**src/rtl/jtag_host_pkg.sv**
```systemverilog
// jtag_host_pkg: shared types and constants for the jtag_host block.
//   cmd_type_t : host command encodings (RESET, SHIFT_IR, SHIFT_DR, reserved).
//   state_t    : sequencing FSM states, also exported on host_dbgState.
//   RST_TCKS / DR_PRE / IR_PRE / POST : TCK counts of the fixed TMS segments.
package jtag_host_pkg;

  typedef enum logic [1:0] {
    CMD_RESET = 2'b00,
    CMD_IR    = 2'b01,
    CMD_DR    = 2'b10,
    CMD_RSVD  = 2'b11
  } cmd_type_t;

  typedef enum logic [2:0] {
    ST_RST_SEQ = 3'd0,
    ST_IDLE    = 3'd1,
    ST_PRE     = 3'd2,
    ST_SHIFT   = 3'd3,
    ST_POST    = 3'd4,
    ST_DONE    = 3'd5
  } state_t;

  // TMS segment lengths, in TCKs.
  localparam logic [3:0] RST_TCKS = 4'd6;  // 1,1,1,1,1,0
  localparam logic [3:0] DR_PRE   = 4'd3;  // 1,0,0
  localparam logic [3:0] IR_PRE   = 4'd4;  // 1,1,0,0
  localparam logic [3:0] POST     = 4'd2;  // 1,0

endpackage

```
**src/rtl/jtag_host_tckgen.sv**
```systemverilog
// jtag_host_tckgen: TCK divider for jtag_host.
//   host_clk, host_rstn : host clock / async active-low reset
//   en                  : run the divider (held by the FSM while TCKs are due)
//   tck                 : JTAG clock, CLK_DIV cycles low then CLK_DIV cycles high
//   fall                : one-cycle strobe on the last high cycle; the edge that
//                         ends it drops TCK and launches the next TMS/TDI
//   sample              : one-cycle strobe on the last high cycle (TDO sample)
module jtag_host_tckgen #(
  parameter int CLK_DIV = 2
) (
  input  logic host_clk,
  input  logic host_rstn,
  input  logic en,
  output logic tck,
  output logic fall,
  output logic sample
);

  localparam int CW = (CLK_DIV > 1) ? $clog2(CLK_DIV) : 1;

  logic [CW-1:0] cnt;
  logic          tck_q;
  logic          phase_end;

  assign phase_end = (cnt == CW'(CLK_DIV - 1));

  always_ff @(posedge host_clk or negedge host_rstn) begin
    if (!host_rstn) begin
      cnt   <= '0;
      tck_q <= 1'b0;
    end else if (en) begin
      if (phase_end) begin
        cnt   <= '0;
        tck_q <= ~tck_q;
      end else begin
        cnt <= cnt + 1'b1;
      end
    end
  end

  assign tck    = tck_q;
  // The last high cycle is both the TDO sample point and the cycle whose
  // closing edge drops TCK, so the two strobes coincide.
  assign fall   = en & tck_q & phase_end;
  assign sample = en & tck_q & phase_end;

endmodule

```
**src/rtl/jtag_host.sv**
```systemverilog
// jtag_host: JTAG initiator with a command/response host interface.
//   host_clk, host_rstn        : host clock / async active-low reset
//   host_cmdValid/host_cmdReady: command handshake; a command transfers on a
//                                rising host_clk edge where both are 1
//   host_cmdType/Len/Data      : command type, shift length-1, TDI bits (LSB first)
//   host_rspValid/host_rspData : one-cycle completion pulse and captured TDO bits
//   host_tck/tms/tdi/tdo       : JTAG pins
//   host_dbgState              : current FSM state (state_t encoding)
// Optional feature macro: JTAG_HOST_TDO_SYNC_EN (two-flop TDO synchronizer,
// requires CLK_DIV >= 3).
module jtag_host
  import jtag_host_pkg::*;
#(
  parameter int CLK_DIV = 2
) (
  input  logic        host_clk,
  input  logic        host_rstn,
  input  logic        host_cmdValid,
  output logic        host_cmdReady,
  input  logic [1:0]  host_cmdType,
  input  logic [3:0]  host_cmdLen,
  input  logic [15:0] host_cmdData,
  output logic        host_rspValid,
  output logic [15:0] host_rspData,
  output logic        host_tck,
  output logic        host_tms,
  output logic        host_tdi,
  input  logic        host_tdo,
  output logic [2:0]  host_dbgState
);

  state_t      state;
  cmd_type_t   cmd_type;
  logic [3:0]  cmd_len;
  logic [15:0] cmd_data;
  logic [3:0]  bit_cnt;
  logic [3:0]  bit_nxt;
  logic [3:0]  pre_last;
  logic [15:0] cap;
  logic        auto_rst;
  logic        tms_q;
  logic        tdi_q;
  logic        ready_q;
  logic        rsp_valid_q;
  logic [15:0] rsp_data_q;
  logic        tck_en;
  logic        tck_fall;
  logic        tck_sample;
  logic        tdo_s;

`ifdef JTAG_HOST_TDO_SYNC_EN
  logic [1:0] tdo_sync;

  always_ff @(posedge host_clk or negedge host_rstn) begin
    if (!host_rstn) tdo_sync <= 2'b00;
    else            tdo_sync <= {tdo_sync[0], host_tdo};
  end

  assign tdo_s = tdo_sync[1];

  // The synchronized value must have settled by the sample point.
  if (CLK_DIV < 3) begin : g_bad_clk_div
    $error("jtag_host: CLK_DIV must be >= 3 with JTAG_HOST_TDO_SYNC_EN");
  end
`else
  assign tdo_s = host_tdo;

  if (CLK_DIV < 1) begin : g_bad_clk_div
    $error("jtag_host: CLK_DIV must be >= 1");
  end
`endif

  assign tck_en = (state == ST_RST_SEQ) || (state == ST_PRE) ||
                  (state == ST_SHIFT)   || (state == ST_POST);

  jtag_host_tckgen #(.CLK_DIV(CLK_DIV)) u_tckgen (
    .host_clk  (host_clk),
    .host_rstn (host_rstn),
    .en        (tck_en),
    .tck       (host_tck),
    .fall      (tck_fall),
    .sample    (tck_sample)
  );

  assign bit_nxt  = bit_cnt + 4'd1;
  assign pre_last = (cmd_type == CMD_IR) ? (IR_PRE - 4'd1) : (DR_PRE - 4'd1);

  // Each TCK's TMS/TDI is launched on the edge that ends the previous TCK
  // (tck_fall). The first TCK of a sequence is launched by the edge that
  // enters the sequence (reset release or command accept), which is why
  // tms is preset to 1 there.
  always_ff @(posedge host_clk or negedge host_rstn) begin
    if (!host_rstn) begin
      state       <= ST_RST_SEQ;
      auto_rst    <= 1'b1;
      cmd_type    <= CMD_RESET;
      cmd_len     <= 4'd0;
      cmd_data    <= 16'd0;
      bit_cnt     <= 4'd0;
      cap         <= 16'd0;
      tms_q       <= 1'b1;
      tdi_q       <= 1'b0;
      ready_q     <= 1'b0;
      rsp_valid_q <= 1'b0;
      rsp_data_q  <= 16'd0;
    end else begin
      rsp_valid_q <= 1'b0;
      case (state)
        ST_IDLE: begin
          if (host_cmdValid && ready_q) begin
            ready_q  <= 1'b0;
            cmd_type <= cmd_type_t'(host_cmdType);
            cmd_len  <= host_cmdLen;
            cmd_data <= host_cmdData;
            cap      <= 16'd0;
            bit_cnt  <= 4'd0;
            auto_rst <= 1'b0;
            case (cmd_type_t'(host_cmdType))
              CMD_RSVD: state <= ST_DONE;
              CMD_RESET: begin
                state <= ST_RST_SEQ;
                tms_q <= 1'b1;
              end
              default: begin
                state <= ST_PRE;
                tms_q <= 1'b1;
              end
            endcase
          end
        end

        ST_RST_SEQ: begin
          if (tck_fall) begin
            if (bit_cnt == RST_TCKS - 4'd1) begin
              state   <= ST_DONE;
              bit_cnt <= 4'd0;
            end else begin
              bit_cnt <= bit_nxt;
              tms_q   <= (bit_nxt < RST_TCKS - 4'd1);
            end
          end
        end

        ST_PRE: begin
          if (tck_fall) begin
            if (bit_cnt == pre_last) begin
              state   <= ST_SHIFT;
              bit_cnt <= 4'd0;
              tms_q   <= (cmd_len == 4'd0);
              tdi_q   <= cmd_data[0];
            end else begin
              bit_cnt <= bit_nxt;
              // Only the IR header has a second 1 (Select-DR -> Select-IR).
              tms_q   <= (cmd_type == CMD_IR) && (bit_cnt == 4'd0);
            end
          end
        end

        ST_SHIFT: begin
          if (tck_sample) cap[bit_cnt] <= tdo_s;
          if (tck_fall) begin
            if (bit_cnt == cmd_len) begin
              state   <= ST_POST;
              bit_cnt <= 4'd0;
              tms_q   <= 1'b1;
              tdi_q   <= 1'b0;
            end else begin
              bit_cnt <= bit_nxt;
              tdi_q   <= cmd_data[bit_nxt];
              // The last shift TCK carries TMS=1 to leave the shift state.
              tms_q   <= (bit_nxt == cmd_len);
            end
          end
        end

        ST_POST: begin
          if (tck_fall) begin
            if (bit_cnt == POST - 4'd1) begin
              state   <= ST_DONE;
              bit_cnt <= 4'd0;
            end else begin
              bit_cnt <= bit_nxt;
              tms_q   <= 1'b0;
            end
          end
        end

        ST_DONE: begin
          state    <= ST_IDLE;
          ready_q  <= 1'b1;
          auto_rst <= 1'b0;
          // The power-on reset sequence completes silently.
          if (!auto_rst) begin
            rsp_valid_q <= 1'b1;
            rsp_data_q  <= cap;
          end
        end

        default: state <= ST_RST_SEQ;
      endcase
    end
  end

  assign host_cmdReady = ready_q;
  assign host_rspValid = rsp_valid_q;
  assign host_rspData  = rsp_data_q;
  assign host_tms      = tms_q;
  assign host_tdi      = tdi_q;
  assign host_dbgState = state;

endmodule

```
**config.mk**
```make
export PLATFORM = sky130hd
export DESIGN_NAME = jtag_host
export DESIGN_NICKNAME = d
export VERILOG_FILES = /design/src/rtl/jtag_host_pkg.sv /design/src/rtl/jtag_host_tckgen.sv /design/src/rtl/jtag_host.sv
export SDC_FILE = /design/constraint.sdc
export NUM_CORES = 1
export LEC_CHECK = 0
export ABC_AREA = 1
export ABC_CLOCK_PERIOD_IN_PS = 2500
export CAP_MARGIN = 10
export CORE_UTILIZATION = 50
export DETAILED_ROUTE_END_ITERATION = 6
export HOLD_SLACK_MARGIN = 0.08
export PLACE_DENSITY_LB_ADDON = 0.15
export REMOVE_ABC_BUFFERS = 1
export SETUP_SLACK_MARGIN = 0.2
export SLEW_MARGIN = 10
export SYNTH_ARGS = -nofsm -noshare
export SYNTH_HDL_FRONTEND = slang
export SYNTH_SLANG_ARGS = --single-unit
export TNS_END_PERCENT = 30
```
**constraint.sdc**
```tcl
create_clock -name host_clk -period 2.5 [get_ports host_clk]
set_clock_uncertainty 0.2 [all_clocks]
set_input_delay 0.625 -clock host_clk [delete_from_list [all_inputs] [get_ports host_clk]]
set_output_delay 0.625 -clock host_clk [all_outputs]
set_load 0.01 [all_outputs]
```
**Word-level counts from Yosys, hierarchy flattened**

Index checks and enable logic that the tools add are counted.

- Word-level logic and storage cells: 123
- Output and inout bits: 24
- Bits in registers: 68
- Input port bits: 26

- Magnitude comparators: 4
- Reduce and logical (&&, ||, !) cells: 23
- Muxes and demuxes: 52
- Eq/ne operators: 24
- Add/subtract/negate cells: 2
- Bitwise gates (word level): 4

Operators with widths:

| operator | count |
|---|---|
| $mux W4 | 9 |
| $mux W16 | 2 |
| $pmux W16 S2 | 1 |
| $mux W3 | 9 |
| $mux W1 | 21 |
| $pmux W4 S5 | 1 |
| $pmux W3 S6 | 1 |
| $reduce_and A9 Y1 | 2 |
| $bwmux W16 | 1 |
| $ne A2 B2 Y1 const B | 8 |
| $lt A4 B5 Y1 const B | 2 |
| $eq A4 B4 Y1 | 2 |
| $logic_not A4 Y1 | 2 |
| $ne A2 B1 Y1 const B | 4 |
| $reduce_and A2 Y1 | 4 |
| $eq A3 B2 Y1 const B | 2 |
| $eq A3 B3 Y1 const B | 2 |
| $pmux W1 S2 | 3 |
| $pmux W3 S2 | 1 |
| $reduce_and A6 Y1 | 1 |
| $reduce_bool A2 Y1 | 3 |
| $pmux W1 S5 | 1 |
| $reduce_bool A5 Y1 | 1 |
| $add A4 B1 Y4 const B | 1 |
| 19 further kinds | 25 |

**Logic depth before layout (Yosys ltp)**

- Word-level depth: 8
- Gate-level depth with buffers: 12
- Depth with buffers taken out: 11

**By module**

A second synthesis with hierarchy kept.

- Cell total of the unflattened synthesis: 480
- Area, all modules: 3,542.1 um2

Modules (own cells, without submodules):

| module | cells an instance | area an instance (um2) | times used | sequential area each (um2) |
|---|---|---|---|---|
| jtag_host | 468 | 3,447.1 | 1 | 1,654.1 |
| jtag_host_tckgen | 12 | 95.1 | 1 | 50.0 |

**Worst setup path after synthesis**

OpenSTA, ideal clock, no wires.

- Path kind: register to register
- Start: register bit_cnt[0]
- End: register tms_q, in the netlist host_tms
- Slack: 546 ps
- Library setup time: 73 ps
- Cell stages (with the launch flop): 13
- Path buffers: 2
- Period minus slack after synthesis: 1,954 ps
- Data required time: 2,227 ps
- Arrival time: 1,681 ps
- Path through: dfrtp_1 > inv_1 > buf_2 > ha_1 > buf_2 > inv_1 > nand2_1 > nand2_1 > nor2_1 > nand2_1 > o21ai_0 > nand2_1 > a21oi_1

- Word-level cells in the longest chain between the ends: 5
- Elaborated cells on any way between the ends: 19
- Those cells by class: add/sub (1); order compare (1); eq/ne (7); mux (7); reduce/logical (3)

RTL lines:

| what | RTL line | text |
|---|---|---|
| start, declared | jtag_host.sv:36 | `logic [3:0] bit_cnt;` |
| start signal, assigned | jtag_host.sv:138 | `bit_cnt <= bit_nxt;` |
| start signal, assigned | jtag_host.sv:152 | `bit_cnt <= bit_nxt;` |
| start signal, assigned | jtag_host.sv:168 | `bit_cnt <= bit_nxt;` |
| $add A4 B1 Y4 or $logic_not A4 Y1 (tied branches) | jtag_host.sv:85, jtag_host.sv:154 |  |
| $lt A4 B3 Y1, or another cell as far along | jtag_host.sv:139 | `tms_q <= (bit_nxt < RST_TCKS - 4'd1);` |
| $mux W1, on equally long branches | jtag_host.sv:134, jtag_host.sv:146, jtag_host.sv:162 |  |
| $mux W1, on equally long branches | jtag_host.sv:133, jtag_host.sv:145, jtag_host.sv:161 |  |
| $pmux W1 S5 | jtag_host.sv:108 | `case (state)` |
| end signal, assigned | jtag_host.sv:139 |  |
| end signal, assigned | jtag_host.sv:149 | `tms_q <= (cmd_len == 4'd0);` |
| end signal, assigned | jtag_host.sv:154 | `tms_q <= (cmd_type == CMD_IR) && (bit_cnt == 4'd0);` |
| end, declared | jtag_host.sv:41 | `logic tms_q;` |

Parallel ways exist; a longest one is shown, timed or not. The select of a mux whose other input is x is not followed.
A chain may end at the register's enable or synchronous reset.

**Worst setup path in the final report**

- Start: register tms_q, in the netlist host_tms
- End: output port host_tms

RTL lines:

| what | RTL line | text |
|---|---|---|
| end, declared | jtag_host.sv:26 | `output logic host_tms,` |

No word-level cell between the ends.

==> impl_metrics.toml <==
[timing]
tightest_slew_ns = 0.506
relSlewSlack_pct = 66.0
slew_viol_final = 0
fin_hold_ws_ns = 0.0836
rsz0062_at_grt = "false"
fmax_mhz = 447
period_share_pct = 89.6
setup_tns_ns = 0
finalHoldViolCount = 0
setup_violations = 0
finalCriticalPeriod_ns = 2.24

[synth]
synth-edff-count = 0
synth.largest_area_cell = "dfrtp_1"
ys.warnings.count = 0
avgSynthCellArea_um2 = 7.74
synth_area_leaders = "dfrtp_1, nand2_1, o21ai_0"
ys.flop_type = "dfrtp_1"
postSynthCellCount = 453
ys_seq_area_share_pct = 48.6
netlist_area_mm2 = 0.00351
synth_top_area_share_pct = 47.1
synthArstFlopShare_pct = 100
synth.distinct_cells = 31
ys_ff_latch = 68

[power_and_ir_drop]
p_leak_nw = 2.09
powerDensity_mw_per_mm2 = 998
peakVddDrop_mv = 0.669

[drt]
drtIter0Drc = 168
final_antenna_net_count = 0
drt-wirelength-per-cell_um = 11.8
drt-vias-per-instance = 4.97
routed_wl_mm = 7.18
drc = 0
drtPass1Iterations = 4
vias = 3019

[grt]
gr-usage-met3_pct = 3.85
first_global_vias = 2847
grt_max_degree = 69
gr-total-overflow = 0
grt_busiest_layer = "met2"
grt_pass1_wl_mm = 12.8
antenna_found_initial = 0
met2_usage_pct = 36.9
track_usage_pct = 22.2
met1_usage_pct = 29.1

[critical_path]
start_kind = "flip-flop"
crit_family = "flip-flops"
end_kind = "output port"
critPathKind = "reg2out"
reg2reg_slack_ns = 0.50
reg2regPathDepth = 10
critical_path.max_stage_delay_ns = 0.54
r2r-start = "bit_cnt[0]$_DFFE_PN0P_"
path_cells = "clkdlybuf4s50_1"
slowest_stage = "dfstp_2"
cp_max_fo = 2
critPathRequiredTime_ns = 1.67
r2r-end = "host_tdi$_DFFE_PN0P_"
crit_arrival_ns = 1.41
crit_buf_inv = 1

[clocking]
ctsHoldBuffers = 0
cts_made_buffers = 9
cts.reportedPaths.clkPinSlew_ns = 0.07
htree_levels = 3
clock_latency_ns = 0.35
cts_sinks = 68
cts_root_buffer = "clkbuf_8"
post_cts_buffers = 0
cts_resized = 0
cts_tree = "yes"
clock_path_buffers = 2

[place]
io_buffers = 49
dp_hpwl_mm = 5.16
place_congestion = 0.859

[floorplan]
io_pins = 50
rows = 30
die_w_um = 85.7
dieArea_mm2 = 0.00735
start_util_pct = 51.6
coreArea_mm2 = 0.00679
die_h_um = 85.7

[status]
status = "completed"

[finish]
seq_area_mm2 = 0.00171
multiInputGateArea_mm2 = 0.00153
num-nets-final = 538
area_growth_pct = 22.9
fillers = 625
diodes = 0
layout-drive-gt1-share_pct = 8.98

[flow_run]
max-cap-violations = 0

[min_path]
hp-class = "in2async"
==> cell type report <==
cell class              instances  area share (%)
multi-input cells             320            35.6
well taps                      96            2.79
flip-flops and latches         68            39.6
inverters                      52            4.53
repair buffers                 56            13.1
clock inverters                 2           0.871
clock buffers                  14            3.54
==> routing by layer <==
metal	vias up	routed length (µm)
li1	1546	-
met5	-	0
met3	10	236
met4	0	106
met1	1405	3420
met2	58	3420
==> cell usage in the layout, fill, tap and decap left out, types with 2 or more instances in the layout <==
cell type / Yosys / layout
dfrtp_1: 66 / 65
dfstp_2: 2 / 2
a21oi_2: 4 / 4
nor2_1: 23 / 23
o21ai_0: 42 / 42
inv_2: 5 / 5
nand2_4: 4 / 4
nand3_2: 2 / 2
o31ai_1: 5 / 5
xor2_1: 3 / 3
nor3_1: 3 / 3
nor2_4: 2 / 2
clkdlybuf4s50_1: 0 / 48
clkbuf_1: 1 / 4
nand4_1: 5 / 5
ha_1: 5 / 5
nand3_1: 31 / 31
and2_1: 2 / 2
o211ai_1: 3 / 3
clkbuf_8: 0 / 10
nand2_2: 2 / 2
inv_1: 47 / 47
buf_12: 0 / 2
buf_4: 1 / 5
nand2_1: 169 / 169
a21oi_1: 9 / 9
==> worst max-delay path by stage <==
stage	startpoint	end	slack, ns	depth (start not counted)
3_3_place_gp	host_cmdType[0]	host_tms$_DFFE_PN1P_	0.38	6
3_5_place_dp	host_cmdType[0]	host_tms$_DFFE_PN1P_	0.36	6
5_1_grt	host_tms$_DFFE_PN1P_	host_tms	0.22	1
4_1_cts	host_dbgState[2]$_DFFE_PN0P_	host_dbgState[2]	0.24	1
6_report	host_tms$_DFFE_PN1P_	host_tms	0.26	1
2_1_floorplan	bit_cnt[0]$_DFFE_PN0P_	host_tms$_DFFE_PN1P_	0.37	10
==> logic make-up (layout without fill, tap and decap cells) <==
logic type / Yosys count / in the layout / synth area share (%)
AO/OA/AOI/OAI: 66 / 66 / 10.6
flip-flops: 68 / 68 / 48.6
AND/OR/NAND/NOR: 246 / 246 / 30.6
adder cells (fa/ha/maj): 5 / 5 / 1.78
XOR/XNOR: 3 / 3 / 0.750
buffers and inverters: 65 / 124 / 7.64
==> state kept, by name (all words and copies together), names as in the netlist, 2 cells and up <==
signal / flops
host_rspData: 16
bit_cnt: 4
cmd_len: 4
cmd_type: 2
cmd_data: 16
host_dbgState: 3
cap: 16
==> through the flow <==
stage | power (mW) | setup slack (ns) | instances | cell area [µm²] | util [%]
6_report | 4.30 | 0.261 | 608 | 4310 | 63.4
5_1_grt | 4.67 | 0.223 | 608 | 4310 | 63.4
4_1_cts | 4.32 | 0.243 | 608 | 4310 | 63.4
3_5_place_dp | 3.41 | 0.358 | 592 | 4120 | 60.6
3_3_place_gp | 3.38 | 0.377 | 592 | 4120 | 60.6
2_1_floorplan | 2.81 | 0.370 | 440 | 3430 | -
==> Yosys cell counts (2+ instances only) <==
cell / number
nand2_1: 169
dfrtp_1: 66
inv_1: 47
o21ai_0: 42
nand3_1: 31
nor2_1: 23
buf_2: 10
a21oi_1: 9
ha_1: 5
inv_2: 5
nand4_1: 5
o31ai_1: 5
a21oi_2: 4
nand2_4: 4
nor3_1: 3
o211ai_1: 3
xor2_1: 3
and2_1: 2
dfstp_2: 2
nand2_2: 2
nand3_2: 2
nor2_4: 2
==> where the power goes <==
part           total [mW]  switching, mW  internal (mW)
sequential           1.60          0.183           1.42
clock               0.900          0.410          0.490
combinational        1.80           1.11          0.688
No activity file was read; power rests on OpenSTA's default activity.
